[src/rtl/mwc_exp_table.sv]
// Expected-write table: N_EXP-deep {addr,data} store with append-only write
// pointer (the fill count) and a combinational indexed read port.
module mwc_exp_table #(
  parameter int unsigned DATA_W = 32,
  parameter int unsigned ADDR_W = 32,
  parameter int unsigned N_EXP  = 4,
  parameter int unsigned CNT_W  = $clog2(N_EXP + 1)
) (
  input  logic              clk,
  input  logic              reset,
  input  logic              i_we,
  input  logic [ADDR_W-1:0] i_addr,
  input  logic [DATA_W-1:0] i_data,
  input  logic [CNT_W-1:0]  i_rd_idx,
  output logic [CNT_W-1:0]  o_count,
  output logic [ADDR_W-1:0] o_rd_addr,
  output logic [DATA_W-1:0] o_rd_data
);

  logic [ADDR_W-1:0] r_addr [N_EXP];
  logic [DATA_W-1:0] r_data [N_EXP];
  logic [CNT_W-1:0]  r_count;
  logic              w_wr;

  assign w_wr    = i_we && (r_count != CNT_W'(N_EXP));
  assign o_count = r_count;

  always_ff @(posedge clk) begin
    if (reset) r_count <= '0;
    else if (w_wr) r_count <= r_count + CNT_W'(1);
  end

  // The count doubles as the write pointer; entries are not cleared on reset
  // because a zero count already marks them invalid.
  always_ff @(posedge clk) begin
    for (int unsigned i = 0; i < N_EXP; i++) begin
      if (w_wr && (r_count == CNT_W'(i))) begin
        r_addr[i] <= i_addr;
        r_data[i] <= i_data;
      end
    end
  end

  always_comb begin
    o_rd_addr = '0;
    o_rd_data = '0;
    for (int unsigned i = 0; i < N_EXP; i++) begin
      if (i_rd_idx == CNT_W'(i)) begin
        o_rd_addr = r_addr[i];
        o_rd_data = r_data[i];
      end
    end
  end

endmodule

[config.mk]
export PLATFORM = sky130hd
export DESIGN_NAME = mwc_exp_table
export DESIGN_NICKNAME = d
export VERILOG_FILES = /design/src/rtl/mwc_exp_table.sv
export SDC_FILE = /design/constraint.sdc
export NUM_CORES = 1
export LEC_CHECK = 0
export CORE_UTILIZATION = 50
export CTS_BUF_LIST = sky130_fd_sc_hd__clkbuf_8
export DETAILED_ROUTE_END_ITERATION = 12
export PLACE_DENSITY = 0.74
export SYNTH_ARGS = -nofsm -noshare
export SYNTH_HDL_FRONTEND = slang
export SYNTH_SLANG_ARGS = --single-unit
[constraint.sdc]
create_clock -name clk -period 4.35 [get_ports clk]
set_input_delay 1.305 -clock clk [delete_from_list [all_inputs] [get_ports clk]]
set_output_delay 1.305 -clock clk [all_outputs]
set_load 0.005 [all_outputs]
==> out/summary.md <==
The cell area after synthesis is 9900 um^2. Of all nets on the critical path, the largest fanout is 17. The library cells used most frequently in the layout, excluding fill and tap cells, are sky130_fd_sc_hd__edfxtp_1 (256), sky130_fd_sc_hd__mux2i_1 (129), sky130_fd_sc_hd__clkdlybuf4s50_1 (128). The flop and latch count out of synthesis came out at 259. The worst setup path is of the in2out kind.

The synthesis-to-finish area growth was 25.0%; the post-CTS clock slew at the launch and capture registers of the worst setup and hold paths was 60 ps. The number of top-level pins was 137; the core area was 19500 um^2. The power per unit of standard cell area is 422 nW/um^2, and the count of antenna-violating nets left after detailed routing is 0. Type of element capturing the critical path: an output port.

The mean instance size in the synthesized netlist was 19.7 um^2; the total number of vias was 5180. In this run the static leakage power is 4.47 nW. The run gives 0 as the total congestion overflow after global routing.

The total number of placement rows is 51, and the number of warnings reported in the yosys synthesis log is 0. The sequential-to-total area share from yosys stat came out at 78.2%. The internal power of the cells totals 4.08 mW. The logs give 29300 um for the global-route wire length before repair and 284 for the violation count after the first detailed-routing iteration.

The post-route netlist has 12.1% of its cells at a drive strength greater than 1. Static timing analysis puts the maximum clock frequency at 0.232 GHz. On the final layout, the worst clock skew is 7.29 ps. The number of nets handed over by synthesis was 577. Total clock sinks: 259.

TritonCTS built the clock tree. For the signal arrival time at the worst endpoint, the log shows 3010 ps. The fraction of power spent switching nets came out at 22.0%.

The logs give 746 for the net total in the final layout and 40 for the TritonCTS buffer count. In this run, the clock network consumes 34.9% of the power. Setup repair after global routing left no endpoint under its margin.

The required time at the worst-slack endpoint was 3040 ps. The floorplan die area was 20400 um^2. Combinational logic is responsible for 9.2% of the overall power. The number of search-and-repair iterations in the first detailed-routing pass was 4; the chip height was 143 um. The sum of net half-perimeters after detailed placement came out at 11600 um. The filler cells instantiated in the layout total 1372. Die width: 143 um. The type of the most critical hold path was reg2reg. After routing, the total negative slack on setup checks comes to 0 ps.

The design draws 5.22 mW. Summed over all nets, the switching power comes to 1.15 mW. Once the floorplan was initialized, standard cells occupied 50.9% of the core. The post-route minimum period was 4310 ps. The tools report the final hold violation count as 0. The run gives 0 as the hold buffer count at cts.

IR analysis of the VDD net gives a maximum drop of 0.318 mV. Sort of element at the start of the critical path: an input port. No sink is reached through more buffers than the 3 on the longest clock path.

The run finished with clean final reports. The cell count after synthesis came out at 502. The overall routing resource usage came out at 19.3%. The final critical path takes up 99.1% of the cycle. The number of buffers added for setup after CTS was 0; the slew at the pin closest to its max-slew limit was 707 ps.

The wire length reported by the detailed router came out at 19600 um. The share of total power dissipated in sequential elements is 55.9%. The tools report the post-detailed-route DRC marker count as 0.

The tools report the via count of the first global-routing pass as 5471. The number of different library cells used by synthesis comes to 20. The via density per instance was 5.36; the latest clock arrival within the worst-skew pair was 520 ps.

The run gives 2 as the initial antenna violation count. In this run the clock root is driven by a sky130_fd_sc_hd__clkbuf_8. The most frequent standard cell in the layout excluding fill and tap cells is sky130_fd_sc_hd__edfxtp_1.

The H-tree was split into 2 levels. Entering global routing, the biggest net connects 43 pins. Input and output buffers added on the ports amount to 136. Max-cap violations in this run came to 0. The number of endpoints failing setup at the final stage was 0; the tightest slew margin relative to the limit was 52.9%. The number of pins exceeding their max-slew limit in the final report was 0; the placer's final routability congestion estimate was 0.706.

The routed wire length per instance works out to 20.2 um.
## final timing paths
check / from / end / depth (start not counted) / slack, ps
hold / removal: o_count[2] / o_count[2] / 2 / 540
setup reg to reg: o_count[0] / r_data[3][2] / 5 / 2100
hold reg to reg: o_count[2] / o_count[2] / 2 / 540
setup / recovery: i_rd_idx[2] / o_rd_addr[8] / 5 / 40
## metal layers
metal / up-vias / track usage (%) / wire length [um]
li1: 2380 / - / -
met1: 2589 / 24.2 / 8040
met2: 178 / 32.2 / 9700
met3: 31 / 5.73 / 1500
met4: 2 / 6.45 / 305
met5: - / 0 / 13
## sequential cells by signal, indices dropped and copies added (netlist names)
| name | flops |
|---|---|
| o_count | 3 |
| r_data | 128 |
| r_addr | 128 |
## what timing repair did
action	CTS	global route
resized for setup	12	8
pin swaps	0	0
gates cloned	0	1
endpoints found under the setup margin	34	47
## worst max-delay path: stages
cell	delay, ps
sky130_fd_sc_hd__clkdlybuf4s50_1	420
sky130_fd_sc_hd__or2_4	320
sky130_fd_sc_hd__clkbuf_16	210
sky130_fd_sc_hd__o22ai_1	210
sky130_fd_sc_hd__clkdlybuf4s50_1	530
## cell families after synthesis
| kind of cell | Yosys count | share of synthesized area [%] |
|---|---|---|
| xor+xnor | 1 | 0.0885 |
| fa+ha+maj | 5 | 0.632 |
| compound gates | 67 | 4.26 |
| buf+inv | 32 | 3.22 |
| mux | 129 | 13.0 |
| flops | 259 | 78.2 |
| simple gates | 9 | 0.518 |
## area by class of cell
class	count	area (um^2)	area share (%)
inverter	4	15.0	0.121
antenna	1	2.50	0.0202
timing repair buffer	155	1640	13.2
tap	265	332	2.68
multi-input combinational	211	1920	15.5
clock inverter	30	150	1.21
sequential	259	7750	62.6
clock buffer	42	578	4.67
## Yosys cell counts
cell type                  count  share of area (%)
sky130_fd_sc_hd__a21boi_2      1               0.11
sky130_fd_sc_hd__a21oi_1       1              0.050
sky130_fd_sc_hd__and2_1        1              0.063
sky130_fd_sc_hd__and3_1        3               0.19
sky130_fd_sc_hd__buf_12        7                1.4
sky130_fd_sc_hd__buf_2         8               0.40
sky130_fd_sc_hd__buf_6         1               0.11
sky130_fd_sc_hd__buf_8         6               0.91
sky130_fd_sc_hd__clkbuf_1      6               0.23
sky130_fd_sc_hd__dfxtp_1       3               0.61
sky130_fd_sc_hd__edfxtp_1    256                 78
sky130_fd_sc_hd__ha_1          5               0.63
sky130_fd_sc_hd__inv_1         4               0.15
sky130_fd_sc_hd__mux2i_1     129                 13
sky130_fd_sc_hd__nand2b_1      2               0.13
sky130_fd_sc_hd__nor2_1        2              0.076
sky130_fd_sc_hd__o21ai_0       1              0.050
sky130_fd_sc_hd__o22ai_1      64                4.0
sky130_fd_sc_hd__or2_1         1              0.063
sky130_fd_sc_hd__xnor2_1       1              0.088
## power by group through the flow
stage	Combinational, mW	Sequential, mW	Clock [mW]
CTS	0.483	2.92	1.87
global route	0.520	2.93	1.98
global placement	0.462	2.96	0
floorplan	0.223	2.97	0
finish	0.482	2.92	1.82
detailed placement	0.476	2.97	0
## metrics by stage
stage | util, % | instances | hold WS [ps] | setup slack (ps) | area [um^2]
floorplan | - | 502 | 496 | 865 | 9900
global placement | 59.3 | 893 | 501 | -132 | 11500
detailed placement | 59.3 | 893 | 526 | -143 | 11500
CTS | 63.3 | 965 | 537 | -16.3 | 12300
global route | 63.6 | 966 | 557 | 1.01 | 12400
finish | 63.6 | 967 | 538 | 37.9 | 12400
No activity file was read; power rests on OpenSTA's default activity.
==> RTL change 1: new RTL, config.mk and constraints unchanged <==
The parameter `ADDR_W` goes from 32 to 48.
--- a/src/rtl/mwc_exp_table.sv
+++ b/src/rtl/mwc_exp_table.sv
@@ -3,5 +3,5 @@
 module mwc_exp_table #(
   parameter int unsigned DATA_W = 32,
-  parameter int unsigned ADDR_W = 32,
+  parameter int unsigned ADDR_W = 48,
   parameter int unsigned N_EXP  = 4,
   parameter int unsigned CNT_W  = $clog2(N_EXP + 1)
Interface: changed (resized i_addr and o_rd_addr); port bits go from 137 to 169. The function was not compared with the original's and may differ.
==> RTL change 1 against the original RTL <==
Wire length increased by 23%; sequential share of layout area decreased by 0.18 points; power increased by 24%; critical path depth unchanged; core utilization increased by 0.30 points; non-clock buffer count up 42; clock power increased by 23%; via count increased by 24%; synthesized area grew 24%; setup slack worse by 34 ps; sequential cell count up 64; register-to-register slack better by 60 ps; design area grew 25%; critical path type unchanged.
==> RTL change 1: results <==
{
  "met3_length_mm": 1.30,
  "io_buffers": 168,
  "dr_wl_met2_mm": 12.4,
  "fin_nets": 928,
  "synth-seq-area-share_pct": 78.5,
  "nonClkBufAreaFrac_pct": 13.6,
  "hpwl_mm": 14.4,
  "routabilityCongestion": 0.744,
  "final-clk-cell-share_pct": 5.67,
  "rrSetupSlack_ps": 2160,
  "cp.arrival_ps": 3040,
  "wl_met1_mm": 10.0,
  "track_usage_pct": 19.2,
  "stdcell_area_um2": 15500,
  "worst_pin_slew_ps": 576,
  "layout.cells.non_filler": 1192,
  "nNonClkBuffers": 197,
  "nFillCells": 1693,
  "nClkBuffers": 53,
  "preCtsSetupSlack_ps": -99.8,
  "synth_cell_types": 22,
  "num-multi-input-gates": 259,
  "met1_usage_pct": 23.9,
  "syn_avg_cell_area_um2": 19.8,
  "vias": 6403,
  "final_layout_size_suffix_gt1_share_pct": 12.9,
  "highest_layer": "met4",
  "place_inst": 1107,
  "synth_commonest_cells": "edfxtp_1 (320), mux2i_1 (161), o22ai_1 (80)",
  "status": "completed",
  "cp_max_fo": 39
}
-- RTL change 1: cell count changes after synthesis --
cell      before  now
mux2i_1      129  161
edfxtp_1     256  320
clkbuf_4       0    3
buf_8          6    2
o22ai_1       64   80
buf_12         7    9
buf_2          8    9
clkbuf_1       6    9
bufbuf_8       0    3
-- RTL change 1: cell families after synthesis --
| family | share of synthesized area [%] |
|---|---|
| AND/OR/NAND/NOR | 0.417 |
| AO/OA/AOI/OAI | 4.24 |
| XOR/XNOR | 0.0711 |
| multiplexers | 13.1 |
| flip-flops | 78.5 |
| buffers and inverters | 3.20 |
| adder cells (fa/ha/maj) | 0.508 |
-- RTL change 1: power by group --
| group | switching [W] | leakage, nW | internal, W | total [W] |
|---|---|---|---|---|
| logic | 0.000308 | 2.10 | 0.000304 | 0.000612 |
| registers | 0.0000379 | 2.96 | 0.00360 | 0.00364 |
| clock network | 0.00106 | 0.509 | 0.00117 | 0.00223 |
==> RTL change 2: new RTL, same settings <==
Made on the original files. Make the reset (`reset`) asynchronous in one clocked block.
--- a/src/rtl/mwc_exp_table.sv
+++ b/src/rtl/mwc_exp_table.sv
@@ -26,5 +26,5 @@
   assign o_count = r_count;
 
-  always_ff @(posedge clk) begin
+  always_ff @(posedge clk or posedge reset) begin
     if (reset) r_count <= '0;
     else if (w_wr) r_count <= r_count + CNT_W'(1);
Check against the original RTL: differs if reset is asserted again (counterexample within 4 cycles, from zero or initial values and one cycle with reset high); with reset held inactive, the same outputs for 4 cycles.
==> RTL change 2 against the original RTL <==
Worst hold slack improved by 65 ps; synthesized area increased by 0.11%; sequential cell count is the same; register-to-register slack improved by 40 ps; clock skew grew 7.1 ps; synthesized cell count shrank 0.20%; maximum frequency shrank 0.31%; clock power rose by 10%; design area increased by 1.2%; setup slack got worse by 13 ps; highest routed layer is now met4; wire length down 2.6%; power up 16%.
==> RTL change 2: results <==
{
  "synth_cell_types": 18,
  "layout.cells.non_filler": 962,
  "drv_slew": 0,
  "nFillCells": 1358,
  "synth-edff-count": 256,
  "routedWlPerCell_um": 19.8,
  "antenna_found_initial": 0,
  "synth_xor_area_share_pct": 0.0884,
  "grt_max_degree": 41,
  "numCtsBuffers": 40,
  "synthArstFlopShare_pct": 1.16,
  "synth_nets": 576,
  "final_layout_size_suffix_gt1_share_pct": 13.2,
  "min-delay-path-class": "flip-flop to flip-flop",
  "power.leakage_nw": 4.49,
  "place_inst": 888,
  "track_usage_pct": 19.0,
  "diodes": 0,
  "firstDrtPassIters": 6,
  "root_buffer": "clkbuf_8",
  "clock_skew_ps": 14.4,
  "vdd_drop_max_v": 0.000302,
  "status": "completed",
  "synth_area_leaders": "edfxtp_1 (78%), mux2i_1 (13%), o22ai_1 (4.1%), buf_12 (1.4%), buf_8 (0.91%)",
  "ys_warn_count": 0,
  "hpwl_mm": 10.9,
  "cpMaxStageDelayCell": "clkdlybuf4s50_1",
  "rr_worst_depth": 5,
  "post-cts-setup-buffer-count": 0,
  "relSlewSlack_pct": 63.4,
  "synthAdderAreaFrac_pct": 0.631,
  "cp.arrival_ps": 3020,
  "routabilityCongestion": 0.731,
  "cp_max_fo": 22,
  "grt_pass1_vias": 5358,
  "synth_commonest_cells": "edfxtp_1 (256), mux2i_1 (128), o22ai_1 (65)",
  "fin_nets": 741,
  "h-tree-depth": 2,
  "postSynthCellCount": 501,
  "synth_compound_area_share_pct": 4.18,
  "vias": 5164,
  "initialDrtViolationCount": 261,
  "critical_path.max_stage_delay_ps": 560,
  "synth-seq-area-share_pct": 78.3,
  "dpl_cell_area_um2": 11600,
  "muxShareOfSynthArea_pct": 13.0,
  "holdPathStages": 1,
  "grt_pass1_wl_mm": 28.7,
  "preCtsSetupSlack_ps": -107
}
[RTL change 2: repair_timing]
action	CTS	global route
setup endpoints to repair	29	13
gates resized for setup	15	10
cloned	1	0
[RTL change 2: critical path: cells and delay by family]
| family | cells | cell delay (ps) |
|---|---|---|
| and+or+nand+nor | 1 | 310 |
| buffers and inverters | 3 | 1180 |
| AOI/OAI and AO/OA | 1 | 200 |
[RTL change 2: worst paths after layout]
kind / from / endpoint / slack [ps]
worst max-delay path: i_rd_idx[0] / o_rd_data[31] / 20
worst min-delay path: o_count[1]$_DFFE_PP0P_ / o_count[1]$_DFFE_PP0P_ / 600
worst max register to register: o_count[0]$_DFFE_PP0P_ / r_data[3][16]$_DFFE_PP_ / 2140
worst min register to register: o_count[1]$_DFFE_PP0P_ / o_count[1]$_DFFE_PP0P_ / 600
max in group asynchronous: reset / o_count[1]$_DFFE_PP0P_ / 3230
min in group asynchronous: reset / o_count[0]$_DFFE_PP0P_ / 990
[RTL change 2: final cells by class]
type                       count  area [um^2]  share of cell area [%]
clock inverter                32          241                    1.93
timing repair buffer         151         1670                    13.3
inverter                       5         18.8                   0.150
clock buffer                  41          564                    4.50
tap                          265          332                    2.65
sequential                   259         7760                    61.9
multi-input combinational    209         1940                    15.5
[RTL change 2: report_power, final]
part / leakage (nW) / switching, W / internal (W)
clock network: 0.443 / 0.000892 / 0.00112
registers: 2.36 / 0.0000891 / 0.00314
logic: 1.68 / 0.000461 / 0.000378
[RTL change 2: per-layer routing]
metal	wire, um	part of all wire, %	up-vias	GRT usage (%)
met1	8180	43	2617	24.5
met2	9500	50	147	31.4
li1	-	-	2368	-
met3	1050	5.5	32	4.93
met5	0	0	-	0
met4	322	1.7	0	6.11
